==> src/rtl/core_pkg.sv <==
// Shared constants, formatter state type and nibble-to-ASCII helper for the
// stdout formatter.
package core_pkg;

    localparam logic [7:0] ASCII_NL = 8'h0A;
    localparam logic [7:0] ASCII_0  = 8'h30;
    localparam logic [7:0] ASCII_UA = 8'h41;
    localparam logic [7:0] ASCII_LA = 8'h61;

    typedef enum logic [1:0] {
        IDLE  = 2'd0,
        DIGIT = 2'd1,
        NL    = 2'd2
    } fmt_state_e;

    function automatic logic [7:0] hex_ascii(input logic [3:0] nib, input logic upper);
        logic [7:0] base;
        base = upper ? ASCII_UA : ASCII_LA;
        if (nib < 4'd10) begin
            return ASCII_0 + {4'h0, nib};
        end
        return base + {4'h0, nib} - 8'd10;
    endfunction

endpackage

==> src/rtl/stdio.sv <==
// Valid/ready word stream carrying the core's stdout output.
interface stdio;
    logic [15:0] data;
    logic        val;
    logic        rdy;

    modport in  (input data, input val, output rdy);
    modport out (output data, output val, input rdy);
endinterface

==> src/rtl/sync_fifo.sv <==
// Single-clock FIFO with show-ahead head; full and empty are told apart
// by an extra wrap bit on each pointer.
module sync_fifo #(
    parameter int WIDTH = 16,
    parameter int DEPTH = 4
) (
    input  logic                   clk_i,
    input  logic                   rst_i,
    input  logic                   push_i,
    input  logic                   pop_i,
    input  logic [WIDTH-1:0]       data_i,
    output logic [WIDTH-1:0]       data_o,
    output logic                   full_o,
    output logic                   empty_o,
    output logic [$clog2(DEPTH):0] level_o
);

    localparam int AW = $clog2(DEPTH);

    logic [WIDTH-1:0] mem_q [DEPTH];
    logic [AW:0]      wr_ptr_q, wr_ptr_d;
    logic [AW:0]      rd_ptr_q, rd_ptr_d;
    logic             do_push, do_pop;

    assign empty_o = (wr_ptr_q == rd_ptr_q);
    assign full_o  = (wr_ptr_q[AW] != rd_ptr_q[AW]) &&
                     (wr_ptr_q[AW-1:0] == rd_ptr_q[AW-1:0]);
    assign level_o = wr_ptr_q - rd_ptr_q;
    assign data_o  = mem_q[rd_ptr_q[AW-1:0]];

    // Guarded with registered flags only, so a same-cycle pop never frees a full FIFO.
    assign do_push = push_i && !full_o;
    assign do_pop  = pop_i && !empty_o;

    always_comb begin
        wr_ptr_d = wr_ptr_q;
        rd_ptr_d = rd_ptr_q;
        if (do_push) begin
            wr_ptr_d = wr_ptr_q + {{AW{1'b0}}, 1'b1};
        end
        if (do_pop) begin
            rd_ptr_d = rd_ptr_q + {{AW{1'b0}}, 1'b1};
        end
    end

    always_ff @(posedge clk_i) begin
        if (rst_i) begin
            wr_ptr_q <= '0;
            rd_ptr_q <= '0;
        end else begin
            wr_ptr_q <= wr_ptr_d;
            rd_ptr_q <= rd_ptr_d;
        end
    end

    always_ff @(posedge clk_i) begin
        if (do_push) begin
            mem_q[wr_ptr_q[AW-1:0]] <= data_i;
        end
    end

endmodule

==> src/rtl/core_stdout_fmt.sv <==
// Buffers 16-bit stdout words and emits each as four hex ASCII digits
// (MSB first) followed by a newline on a valid/ready byte port.
//
// state | meaning
// IDLE  | no word in flight, tx_val_o low
// DIGIT | presenting hex digit cnt_q of the word in sr_q
// NL    | presenting the trailing newline
module core_stdout_fmt
    import core_pkg::*;
#(
    parameter int DEPTH = 4,
    parameter int UPPER = 1
) (
    input  logic                   clk_i,
    input  logic                   rst_i,
    stdio.in                       word_intf,
    output logic                   tx_val_o,
    output logic [7:0]             tx_byte_o,
    input  logic                   tx_rdy_i,
    output logic [$clog2(DEPTH):0] level_o
);

    localparam logic UP = (UPPER != 0);

    fmt_state_e  state_q, state_d;
    logic [15:0] sr_q, sr_d;
    logic [1:0]  cnt_q, cnt_d;
    logic        tx_val_q, tx_val_d;
    logic [7:0]  tx_byte_q, tx_byte_d;

    logic [15:0] head;
    logic        full, empty, push, pop, xfer;

    assign word_intf.rdy = !full;
    assign push          = word_intf.val && !full;
    assign xfer          = tx_val_q && tx_rdy_i;
    assign tx_val_o      = tx_val_q;
    assign tx_byte_o     = tx_byte_q;

    sync_fifo #(
        .WIDTH (16),
        .DEPTH (DEPTH)
    ) u_fifo (
        .clk_i   (clk_i),
        .rst_i   (rst_i),
        .push_i  (push),
        .pop_i   (pop),
        .data_i  (word_intf.data),
        .data_o  (head),
        .full_o  (full),
        .empty_o (empty),
        .level_o (level_o)
    );

    always_comb begin
        state_d   = state_q;
        sr_d      = sr_q;
        cnt_d     = cnt_q;
        tx_val_d  = tx_val_q;
        tx_byte_d = tx_byte_q;
        pop       = 1'b0;

        unique case (state_q)
            IDLE: begin
                if (!empty) begin
                    pop       = 1'b1;
                    sr_d      = head;
                    cnt_d     = 2'd0;
                    tx_val_d  = 1'b1;
                    tx_byte_d = hex_ascii(head[15:12], UP);
                    state_d   = DIGIT;
                end
            end
            DIGIT: begin
                if (xfer) begin
                    if (cnt_q == 2'd3) begin
                        tx_byte_d = ASCII_NL;
                        state_d   = NL;
                    end else begin
                        sr_d      = {sr_q[11:0], 4'h0};
                        cnt_d     = cnt_q + 2'd1;
                        tx_byte_d = hex_ascii(sr_q[11:8], UP);
                    end
                end
            end
            NL: begin
                // Load the next word on the newline's transfer edge so words run back to back.
                if (xfer) begin
                    if (!empty) begin
                        pop       = 1'b1;
                        sr_d      = head;
                        cnt_d     = 2'd0;
                        tx_byte_d = hex_ascii(head[15:12], UP);
                        state_d   = DIGIT;
                    end else begin
                        tx_val_d = 1'b0;
                        state_d  = IDLE;
                    end
                end
            end
            default: begin
                tx_val_d = 1'b0;
                state_d  = IDLE;
            end
        endcase
    end

    always_ff @(posedge clk_i) begin
        if (rst_i) begin
            state_q   <= IDLE;
            sr_q      <= '0;
            cnt_q     <= '0;
            tx_val_q  <= 1'b0;
            tx_byte_q <= 8'h00;
        end else begin
            state_q   <= state_d;
            sr_q      <= sr_d;
            cnt_q     <= cnt_d;
            tx_val_q  <= tx_val_d;
            tx_byte_q <= tx_byte_d;
        end
    end

endmodule

==> src/flat_wrapper.sv <==
// flat-port wrapper written by rule: the top's interface ports become plain ports
module core_stdout_fmt_flat import core_pkg::*;
#(
    parameter int DEPTH = 4,
    parameter int UPPER = 1
)
  (clk_i, rst_i, tx_val_o, tx_byte_o, tx_rdy_i, level_o, word_intf_data, word_intf_val, word_intf_rdy);
  stdio word_intf_i ();
  input  logic clk_i;
  input  logic rst_i;
  output logic tx_val_o;
  output logic [7:0] tx_byte_o;
  input  logic tx_rdy_i;
  output logic [$clog2(DEPTH):0] level_o;
  input wire logic [$bits(word_intf_i.data)-1:0] word_intf_data;
  input wire logic [$bits(word_intf_i.val)-1:0] word_intf_val;
  output wire logic [$bits(word_intf_i.rdy)-1:0] word_intf_rdy;
  assign word_intf_i.data = word_intf_data;
  assign word_intf_i.val = word_intf_val;
  assign word_intf_rdy = word_intf_i.rdy;
  core_stdout_fmt #(.DEPTH(DEPTH), .UPPER(UPPER)) u_core (.clk_i(clk_i), .rst_i(rst_i), .word_intf(word_intf_i), .tx_val_o(tx_val_o), .tx_byte_o(tx_byte_o), .tx_rdy_i(tx_rdy_i), .level_o(level_o));
endmodule
==> config.mk <==
export PLATFORM = sky130hd
export DESIGN_NAME = core_stdout_fmt_flat
export DESIGN_NICKNAME = d
export VERILOG_FILES = /design/src/rtl/core_pkg.sv /design/src/rtl/stdio.sv /design/src/rtl/sync_fifo.sv /design/src/rtl/core_stdout_fmt.sv /design/src/flat_wrapper.sv
export SDC_FILE = /design/constraint.sdc
export NUM_CORES = 1
export LEC_CHECK = 0
export CAP_MARGIN = 20
export CELL_PAD_IN_SITES_DETAIL_PLACEMENT = 1
export CELL_PAD_IN_SITES_GLOBAL_PLACEMENT = 2
export CORE_AREA = 4 4 136 138
export DETAILED_ROUTE_END_ITERATION = 6
export DIE_AREA = 0 0 140 142
export GPL_TIMING_DRIVEN = 0
export PLACE_DENSITY = 0.63
export SLEW_MARGIN = 40
export SYNTH_ARGS = -nofsm -noshare
export SYNTH_HDL_FRONTEND = slang
export SYNTH_HIERARCHICAL = 1
export SYNTH_SLANG_ARGS = --single-unit
==> constraint.sdc <==
create_clock -name clk_i -period 2.67 [get_ports clk_i]
set_input_delay 0.267 -clock clk_i [delete_from_list [all_inputs] [get_ports clk_i]]
set_output_delay 0.267 -clock clk_i [all_outputs]
set_load 0.01 [all_outputs]
======== Yosys cells after proc, flatten, opt, wreduce, memory -nomap -nowiden ========
Memory sizes are Yosys's and may differ from the RTL's. A register that Yosys moved wholly into a read port is not among the register bits.
Index checks and enable logic that the tools add are counted.
word-level totals
  output and inout port bits .............. 13
  bits in writable memories ............... 64
  input port bits ......................... 20
  memories kept ........................... 1
  register bits after elaboration ......... 35
memories
  memory               words  bits a word  read ports  clocked after memory_dff  wr ports  RTL line         RTL
  u_core.u_fifo.mem_q  4      16           1           1                         1         sync_fifo.sv:20  logic [WIDTH-1:0] mem_q [DEPTH];
operators by class
  eq/ne operators ......................... 13
  order comparisons ....................... 2
  bitwise operators ....................... 1
  reductions and logical operators ........ 13
  mux-type cells .......................... 47
  add/subtract/negate cells ............... 10
operators by type and width
  cell                   number
  $mux W8                10
  $mux W16               4
  $pmux W16 S3           1
  $pmux W8 S3            1
  $mux W2                10
  $mux W1                17
  $add A7 B4 Y8 const A  2
  $sub A8 B4 Y8 const B  2
  $add A6 B4 Y7 const A  2
  $pmux W2 S3            2
  $reduce_and A4 Y1      3
  $lt A4 B4 Y1 const B   2
  $ne A2 B1 Y1 const B   4
  $add A3 B1 Y3 const B  2
  $ne A2 B2 Y1 const B   3
  $logic_and A1 B1 Y1    5
  $reduce_and A5 Y1      1
  $eq A2 B2 Y1 const B   2
  $eq A3 B3 Y1           1
  $pmux W1 S3            1
  $reduce_bool A3 Y1     1
  $sub A3 B3 Y3          1
  $add A2 B1 Y2 const B  1
  $eq A2 B1 Y1 const B   1
  6 further kinds        7

======== Longest topological paths before layout ========
Gate-level depths: netlist of the first run.
  depth in word-level cells ............... 9
  mapped depth ............................ 10

======== Cells and area by module ========
Netlist of the first run, hierarchy kept.
modules (own cells, without submodules)
  module           cells each  times used  sequential area each (um2)  area an instance (um2)
  sync_fifo        150         1           2082.0                      2921.6
  core_stdout_fmt  165         1           480.5                       1326.3

======== Worst setup path before layout of the first run ========
OpenSTA, ideal clock, no wires.
  path kind ............................... reg-to-reg
  start point ............................. register u_core.u_fifo.wr_ptr_q[0]
  end point ............................... memory u_core.u_fifo.mem_q[3][0] (enable)
  period minus slack after synthesis ...... 2.423 ns
  buffers on the path ..................... 1
  data arrival time ....................... 2.049 ns
  cell stages (with the launch flop) ...... 9
  slack ................................... 0.247 ns
  required time ........................... 2.296 ns
  path through ............................ dfxtp_1 > inv_1 > ha_1 > buf_2 > nand2_1 > nor2_1 > nor2b_1 > a21boi_1 > and2_1
on the way
  word-level cells in the longest chain between the ends .. 7
RTL lines
  what                           RTL line               RTL
  start, declared                sync_fifo.sv:21        logic [AW:0] wr_ptr_q, wr_ptr_d;
  start signal, assigned         sync_fifo.sv:51        wr_ptr_q <= wr_ptr_d;
  $eq A2 B2 Y1                   sync_fifo.sv:27        (wr_ptr_q[AW-1:0] == rd_ptr_q[AW-1:0]);
  $logic_and A1 B1 Y1            sync_fifo.sv:26        assign full_o = (wr_ptr_q[AW] != rd_ptr_q[AW]) &&
  named net u_core.full          core_stdout_fmt.sv:32  logic full, empty, push, pop, xfer;
  $logic_not A1 Y1               core_stdout_fmt.sv:35  assign push = word_intf.val && !full;
  $logic_and A1 B1 Y1            core_stdout_fmt.sv:35
  named net u_core.push          core_stdout_fmt.sv:32
  $logic_and A1 B1 Y1            sync_fifo.sv:32        assign do_push = push_i && !full_o;
  $mux W1                        sync_fifo.sv:57        if (do_push) begin
  $mux W1 (implied by the code)  sync_fifo.sv:58        mem_q[wr_ptr_q[AW-1:0]] <= data_i;
  end, declared                  sync_fifo.sv:20
The timed path passes the listed nets, and every way through them passes these cells.

======== Worst setup path after layout of the first run ========
  start point ............................. register u_core.u_fifo.wr_ptr_q[0]
  end point ............................... output word_intf_rdy
on the way
  word-level cells in the longest chain between the ends .. 3
RTL lines
  what                   RTL line               RTL
  $eq A2 B2 Y1           sync_fifo.sv:27
  $logic_and A1 B1 Y1    sync_fifo.sv:26
  named net u_core.full  core_stdout_fmt.sv:32
  $logic_not A1 Y1       core_stdout_fmt.sv:34  assign word_intf.rdy = !full;
  end, declared          flat_wrapper.sv:17     output wire logic [$bits(word_intf_i.rdy)-1:0] word_intf_rdy;
The timed path passes the listed nets, and every way through them passes these cells.

==> impl_metrics.tcl, run 1 <==
set metrics [dict create \
    rsz0062_at_grt "yes" \
    async_reset_ff_frac 0 \
    syn_avg_cell_area_um2 13.5 \
    synth_seq_cells 96 \
    insertion_delay_ps 340 \
    fp-row-count 48 \
    period_share 0.937 \
    fmax_mhz 400 \
    layout_min_cycle_time_ps 2500 \
    fp.dieArea_mm2 0.0199 \
    final_max_slew_viol_count 0 \
    yosysWarningCount 6 \
    dpl_cell_area_mm2 0.00484 \
    fin_nets 392 \
    drt_iter0_markers 142 \
    firstDrtPassIters 4 \
    cts_made_buffers 9 \
    crit_path_frequent_cell "inv_1" \
    startpoint "u_core/u_fifo/wr_ptr_q[0]" \
    synth_nets 346 \
    fin_area_mm2 0.00524 \
    setup-violations-final 0 \
    final_common_cell "edfxtp_1" \
    grt_pass1_wl_um 15500 \
    cts_max_path_buffers 2 \
    cp-end-kind "primary output" \
    cts_tree "built" \
    hold_path.class "reg -> reg" \
    n_fill_cell 1890 \
    ir_drop_uv 384 \
    hold_viol 0 \
    num_vias 2740 \
    maxSlewHeadroom 0.606 \
    groute.usage.overall 0.100 \
    hold_start "u_core/tx_byte_o[3]" \
    viasPerCell 4.64 \
    multi_input_area_mm2 0.00163 \
    post_drt_wl_per_cell_um 16.8 \
    cp_slowest_cell "clkdlybuf4s50_1" \
    status "finished clean" \
    yosysSeqAreaShare 0.603 \
    clkSlewWorstSetupHoldPaths_ps 70 \
    worst_pin_slew_ps 587 \
    crit_required_ps 2400 \
    die_w_um 140 \
    ys_types 52 \
    drc 0 \
    most-common-layout-cells "edfxtp_1 (64), dfxtp_1 (32), clkdlybuf4s50_1 (31), nand2_1 (28)" \
    worstPathMaxFanout 9 \
    grt_pass1_vias 2938 \
    post-cts-setup-buffer-count 0 \
    regArea_mm2 0.00256 \
    area_growth_pct 23.3 \
    syn_area_mm2 0.00425 \
    clock_sinks 96 \
    yosys_most_used_dff "edfxtp_1" \
    postRouteAntennaNets 0 \
    path_cells "inv_1 > ha_1 > buf_2 > nand2_1 > nor2_2 > inv_1 > clkdlybuf4s50_1" \
    grt_antenna_before_repair 0 \
    grt_max_degree 17 \
    crit_path_max_incr_delay_ps 480 \
    grt_remaining_overflow 0 \
    drive_above_1_share 0.186 \
    r2r-start "u_core/u_fifo/wr_ptr_q[0]" \
    io_pins 33 \
    wirelength_um 9950 \
    startpoint_type "register" \
    p_per_area_mw_per_mm2 1130 \
    synth_edf_count 64 \
    coreArea_mm2 0.0172 \
    hold-worst-slack_ps 457 \
    hpwl_um 6680 \
    finalCoreUtilization 0.305 \
    root_buffer "clkbuf_16" \
    syn_inst 315 \
    maxCapViolCount 0 \
    start_util 0.247 \
    leakage_nw 1.70 \
    die_y_um 142 \
    worstSetupPathType "reg -> out" \
    gp_congestion 0.732 \
    clock_skew_ps 7.15 \
    port_buffers 31 \
    htreeDepth 3 \
    diodes 0 \
    cp_data_arrival_time_ps 2230 \
]
-- synthesized netlist by cell type (2+ instances only) --
library cell | n | share of area
and2_1 | 7 | 0.010
o221ai_1 | 2 | 0.0041
dfxtp_1 | 32 | 0.15
mux4_2 | 16 | 0.085
o311ai_0 | 4 | 0.0082
a21oi_1 | 14 | 0.016
nor3_1 | 16 | 0.019
edfxtp_1 | 64 | 0.45
o211ai_1 | 4 | 0.0071
a221oi_1 | 3 | 0.0062
inv_1 | 11 | 0.0097
o32a_2 | 2 | 0.0053
or3_1 | 4 | 0.0059
nor2_1 | 12 | 0.011
nand2_1 | 29 | 0.026
nand4b_1 | 4 | 0.0082
ha_1 | 10 | 0.029
buf_2 | 3 | 0.0035
o32a_1 | 2 | 0.0047
nand3_1 | 8 | 0.0094
xnor2_1 | 4 | 0.0082
a311oi_1 | 9 | 0.019
nor2b_1 | 4 | 0.0059
clkbuf_1 | 6 | 0.0053
buf_4 | 4 | 0.0071
nand4_1 | 2 | 0.0029
buf_6 | 3 | 0.0080
nand2b_1 | 4 | 0.0059
o21ai_0 | 8 | 0.0094
nor3b_1 | 2 | 0.0035
-- registers in the layout, indices dropped and copies added, names as in the netlist, named ones only --
signal                  cells
u_core/cnt_q                2
u_core/sr_q                12
u_core/state_q              2
u_core/tx_byte_o            7
u_core/tx_val_o             1
u_core/u_fifo/mem_q        64
u_core/u_fifo/rd_ptr_q      3
u_core/u_fifo/wr_ptr_q      3
-- timing repair --
item	in CTS	in global routing
pin swaps	0	4
cloned	0	4
hold buffers	0	0
endpoints found under the setup margin	65	77
gates resized for setup	6	12
-- layout make-up --
cell class	instances	share of cell area
Buffer	17	0.0203
Timing Repair Buffer	31	0.0593
Inverter	11	0.00789
Sequential cell	96	0.489
Multi-Input combinational cell	195	0.311
Clock inverter	5	0.0122
Clock buffer	11	0.0464
Tap cell	225	0.0538
-- cells by family (layout without fill, tap and decap cells) --
group,count (synthesis),after routing,share of synthesized area
AO/OA/AOI/OAI,60,60,0.107
other,1,1,0.000883
flip-flops,96,96,0.603
adder cells (fa/ha/maj),11,11,0.0342
AND/OR/NAND/NOR,97,101,0.119
buffers and inverters,28,75,0.0348
XOR/XNOR,5,5,0.0121
multiplexers,17,17,0.0884
-- metrics by stage --
step	worst slack, ps	power [W]	instances	TNS (ps)
after global routing	-38.5	0.00635	591	-101
after CTS	19.1	0.00590	587	0
after floorplan	247	0.00375	315	0
after global placement	-470	0.00450	571	-29870
final	168	0.00591	591	0
after detailed placement	-200	0.00454	571	-12110
-- report_power, final --
part           leakage [nW]  switching [W]  total (W)  internal, W
registers             0.851       0.000150    0.00208      0.00193
logic                 0.707        0.00144    0.00251      0.00107
clock network         0.146       0.000558    0.00132     0.000759
-- per-layer routing --
layer | routed length (um) | up-vias | GRT usage
li1 | - | 1314 | -
met3 | 291 | 15 | 0.0235
met5 | 0 | - | 0
met2 | 4830 | 38 | 0.166
met4 | 208 | 0 | 0.0367
met1 | 4620 | 1373 | 0.129
-- worst max-delay path, delay by kind of cell, from the launching register on --
family	cells	cell delay (ps)
buf+inv	4	850
simple gates	2	340
fa+ha+maj	1	290
flops	1	400
-- path summary, 6_finish.rpt --
kind / slack (ps) / endpoint / depth (start not counted)
worst min register to register: 460 / u_core/tx_byte_o[3] / 2
worst min-delay path: 460 / u_core/tx_byte_o[3] / 2
worst max-delay path: 170 / word_intf_rdy / 7
worst max register to register: 190 / register / 9
No activity file was read; power rests on OpenSTA's default activity.
==> run 2: changes to the inputs <==
CORE_AREA = 4 4 104 180   (was 4 4 136 138)
DIE_AREA = 0 0 108 184   (was 0 0 140 142)
==> impl_metrics.tcl, run 2 (synthesis gave the netlist of run 1 again) <==
set metrics [dict create \
    p_per_area_mw_per_mm2 1140 \
    cp_data_arrival_time_ps 2540 \
    pre_cts_ws_ps -208 \
    die_y_um 184 \
    hold_path.class "reg -> reg" \
    startpoint_type "register" \
    gp_congestion 0.750 \
    maxCapViolCount 0 \
    worst_pin_slew_ps 609 \
    drive_above_1_share 0.183 \
    cp-end-kind "register" \
    coreArea_mm2 0.0174 \
    hold_viol 0 \
    groute.usage.overall 0.109 \
    cts_max_path_buffers 2 \
    power_w 0.00605 \
    status "finished clean" \
    postRouteAntennaNets 0 \
    worstSetupPathType "reg -> reg" \
    start_util 0.244 \
    rsz0062_at_grt "yes" \
    cp_slowest_cell "dfxtp_1" \
    final_max_slew_viol_count 0 \
    die_w_um 108 \
    htreeDepth 3 \
    switching_share 0.350 \
    io_pins 33 \
    insertion_delay_ps 360 \
    timing.final.ws_setup_ps 150 \
    drt_iter0_markers 95 \
    layout_min_cycle_time_ps 2520 \
    worstPathMaxFanout 16 \
    fin_setup_tns_ps 0 \
    viasPerCell 4.57 \
    cts_tree "built" \
    root_buffer "clkbuf_16" \
    wirelength_um 10100 \
    most-common-layout-cells "edfxtp_1 (64), dfxtp_1 (32), clkdlybuf4s50_1 (31), nand2_1 (28)" \
    p_seq_frac 0.344 \
    cp_top_family "simple AND/OR/NAND/NOR gates" \
    cts_hold_buf 0 \
    cts_made_buffers 9 \
    crit_required_ps 2690 \
    grt_antenna_before_repair 0 \
    combinationalPowerShare 0.407 \
    clkSlewWorstSetupHoldPaths_ps 80 \
    hpwl_um 7470 \
    leakage_nw 1.73 \
    maxSlewHeadroom 0.594 \
    hold-worst-slack_ps 465 \
    fin_area_mm2 0.00530 \
    intPower_w 0.00393 \
    worstPathBufferInverterCount 2 \
    grt_max_degree 18 \
    p_sw_w 0.00212 \
    clock_sinks 96 \
    fin_nets 392 \
    grt_pass1_vias 2984 \
    largest_reg_flops 64 \
    diodes 0 \
    clock_skew_ps 16.8 \
    dpl_cell_area_mm2 0.00485 \
    fp.dieArea_mm2 0.0199 \
    crit_path_max_incr_delay_ps 400 \
    path_cells "inv_1 > ha_1 > buf_2 > nand2_1 > nor2_1 > nor2b_2 > a21boi_2 > and2_4" \
    firstDrtPassIters 4 \
    port_buffers 31 \
    drc 0 \
    clkPwrFrac 0.248 \
    post_drt_wl_per_cell_um 17.0 \
    fmax_mhz 397 \
    setup-violations-final 0 \
    grt_remaining_overflow 0 \
    grt_pass1_wl_um 16200 \
    num_vias 2729 \
    final_common_cell "edfxtp_1" \
    ir_drop_uv 433 \
    period_share 0.944 \
    area_growth_pct 24.7 \
    fp-row-count 64 \
]
[run 2: cell count changes in the layout (fill, tap and decap cells not counted), sizes merged]
cell	change
bufinv	+2
inv	+2
clkinv	-2
clkbuf	-2
and2	-4
buf	+4
[run 2: layout make-up]
class	count	area, um^2
clock buffers	9	225
flip-flops and latches	96	2560
inverters	11	41.3
clock inverters	7	124
plain buffers	17	106
well taps	231	289
fillers	1896	12100
multi-input cells	191	1560
repair buffers	35	390
[run 2: final timing paths]
path                                  start                   endpoint  slack [ps]  cells past startpoint
hold reg to reg         u_core/tx_byte_o[3]        u_core/tx_byte_o[3]         470                      2
hold / removal          u_core/tx_byte_o[3]        u_core/tx_byte_o[3]         470                      2
setup reg to reg  u_core/u_fifo/wr_ptr_q[0]  u_core/u_fifo/mem_q[3][6]         150                      8
setup / recovery  u_core/u_fifo/wr_ptr_q[0]  u_core/u_fifo/mem_q[3][6]         150                      8
[run 2: timing repair]
item | in CTS | in global routing
gates resized for setup | 6 | 2
endpoints found under the setup margin | 75 | 73
buffers inserted | 0 | 4
pin swaps | 0 | 2
[run 2: power by group through the flow]
stage               logic, W  registers (W)  clock network (W)
finish               0.00246        0.00208            0.00150
global route         0.00274        0.00213            0.00161
CTS                  0.00246        0.00209            0.00154
detailed placement   0.00243        0.00213                  0
global placement     0.00239        0.00211                  0
floorplan            0.00165        0.00209                  0
[run 2: worst min-delay path, delay by kind of cell, from the launching register on]
family           cells  cell delay, ps
AND/OR/NAND/NOR      1              50
AO/OA/AOI/OAI        1              50
flip-flops           1             320
[run 2: per-layer routing]
layer  global-route usage  vias up  routed length [um]
met2                0.211       39                5970
met3               0.0221       11                 295
met4               0.0475        0                 190
met1                0.108     1378                3660
met5                    0        -                   0
li1                     -     1301                   -
[run 2: metrics by stage]
stage,util,cells
after floorplan,-,315
after global placement,0.279,577
after detailed placement,0.279,577
after CTS,0.300,593
after global routing,0.305,597
final,0.305,597
==> run 3: changes to the inputs <==
CTS_BUF_LIST = sky130_fd_sc_hd__clkbuf_8   (was default)
==> impl_metrics.tcl, run 3 (synthesis gave the netlist of run 1 again) <==
set metrics [dict create \
    status "finished clean" \
    drt_iter0_markers 114 \
    cp_data_arrival_time_ps 2790 \
    drive_above_1_share 0.183 \
    port_buffers 31 \
    crit_path_max_incr_delay_ps 490 \
    pre_cts_ws_ps -208 \
    p_per_area_mw_per_mm2 1100 \
    num_vias 2734 \
    coreArea_mm2 0.0174 \
    maxSlewHeadroom 0.605 \
    wirelength_um 10100 \
    grt_max_degree 18 \
    final_max_slew_viol_count 0 \
    worst_pin_slew_ps 592 \
    cts_max_path_buffers 2 \
    hold-worst-slack_ps 469 \
    period_share 0.947 \
    cts_made_buffers 9 \
    cts_tree "built" \
    postRouteAntennaNets 0 \
    hold_start "u_core/tx_byte_o[3]" \
    intPower_w 0.00364 \
    clkSlewWorstSetupHoldPaths_ps 110 \
    grt_antenna_before_repair 0 \
    gp_congestion 0.750 \
    layout_min_cycle_time_ps 2530 \
    fin_nets 392 \
    grt_pass1_vias 2994 \
    p_sw_w 0.00209 \
    leakage_nw 1.68 \
    insertion_delay_ps 380 \
    maxCapViolCount 0 \
    diodes 0 \
    hold_viol 0 \
    die_w_um 108 \
    final_common_cell "edfxtp_1" \
    hold_path.class "reg -> reg" \
    worstPathMaxFanout 9 \
    hpwl_um 7470 \
    post_drt_wl_per_cell_um 17.0 \
    fp-row-count 64 \
    die_y_um 184 \
    fmax_mhz 396 \
    firstDrtPassIters 4 \
    cp-end-kind "register" \
    switching_share 0.364 \
    clkPwrFrac 0.204 \
    ir_drop_uv 437 \
    grt_remaining_overflow 0 \
    worstPathBufferInverterCount 2 \
    rsz0062_at_grt "yes" \
    startpoint_type "register" \
    clock_sinks 96 \
    p_seq_frac 0.364 \
    n_fill_cell 1904 \
    groute.usage.overall 0.109 \
    combinationalPowerShare 0.432 \
    root_buffer "clkbuf_8" \
    start_util 0.244 \
    multi_input_area_mm2 0.00156 \
    grt_pass1_wl_um 16300 \
    finalCoreUtilization 0.299 \
    largest_reg_flops 64 \
    setup-violations-final 0 \
    drc 0 \
    fp.dieArea_mm2 0.0199 \
    worstSetupPathType "reg -> reg" \
    regArea_mm2 0.00256 \
    path_cells "inv_1 > ha_1 > buf_2 > nand2_1 > nor2_2 > nor2_2 > and2_1 > or3b_2 > o311ai_0" \
    crit_path_frequent_cell "nor2_2" \
    htreeDepth 3 \
    crit_required_ps 2930 \
    most-common-layout-cells "edfxtp_1 (64), dfxtp_1 (32), clkdlybuf4s50_1 (31), nand2_1 (28)" \
    timing.final.ws_setup_ps 143 \
    area_growth_pct 22.3 \
    cp_slowest_cell "or3b_2" \
    cp_top_family "simple AND/OR/NAND/NOR gates" \
    r2r-start "u_core/u_fifo/wr_ptr_q[0]" \
    clock_skew_ps 22.8 \
    io_pins 33 \
    cts_hold_buf 0 \
    viasPerCell 4.58 \
    startpoint "u_core/u_fifo/wr_ptr_q[0]" \
]
-- run 3: changes by cell type in the layout (fill, tap and decap cells not counted) --
cell       delta
clkbuf_16     -9
clkbuf_8      +9
-- run 3: worst paths after layout --
kind	to	slack, ps	depth (start not counted)
setup / recovery	register	140	9
hold / removal	u_core/tx_byte_o[3]	470	2
setup reg to reg	register	140	9
hold reg to reg	u_core/tx_byte_o[3]	470	2
-- run 3: cell type report --
type | count | share of cell area
clock buffer | 9 | 0.0238
inverter | 11 | 0.00795
buffer | 17 | 0.0205
tap | 231 | 0.0556
sequential | 96 | 0.493
timing repair buffer | 35 | 0.0751
clock inverter | 7 | 0.0238
multi-input combinational | 191 | 0.300
-- run 3: metal layers --
metal  vias up  wire length, um  global-route usage
li1       1299                -                   -
met1      1387             3700               0.109
met2        38             5990               0.211
met3        10              269              0.0221
met4         0              183              0.0490
met5         -                0                   0
-- run 3: power by group through the flow --
stage,clock network (W),logic [W],registers [W]
after floorplan,0,0.00165,0.00209
after global placement,0,0.00239,0.00211
after detailed placement,0,0.00243,0.00213
after CTS,0.00121,0.00246,0.00209
after global routing,0.00128,0.00274,0.00213
final,0.00117,0.00247,0.00208
-- run 3: repair_timing --
item,CTS,global route
endpoints found under the setup margin,75,76
resized for setup,6,2
pin swaps,0,2
setup buffers,0,4
-- run 3: tightest hold or removal path: cells and delay by family (launching register included) --
kind / cells / cell delay, ps
simple gates: 1 / 50
flops: 1 / 330
compound gates: 1 / 50
-- run 3: per-stage QoR --
step                total power [W]  std cells  setup TNS, ps  area (um^2)
global route                0.00615        597          -1030         5200
CTS                         0.00576        593              0         5110
floorplan                   0.00375        315              0         4250
detailed placement          0.00456        577         -13340         4850
finish                      0.00572        597              0         5200
global placement            0.00450        577         -31190         4850
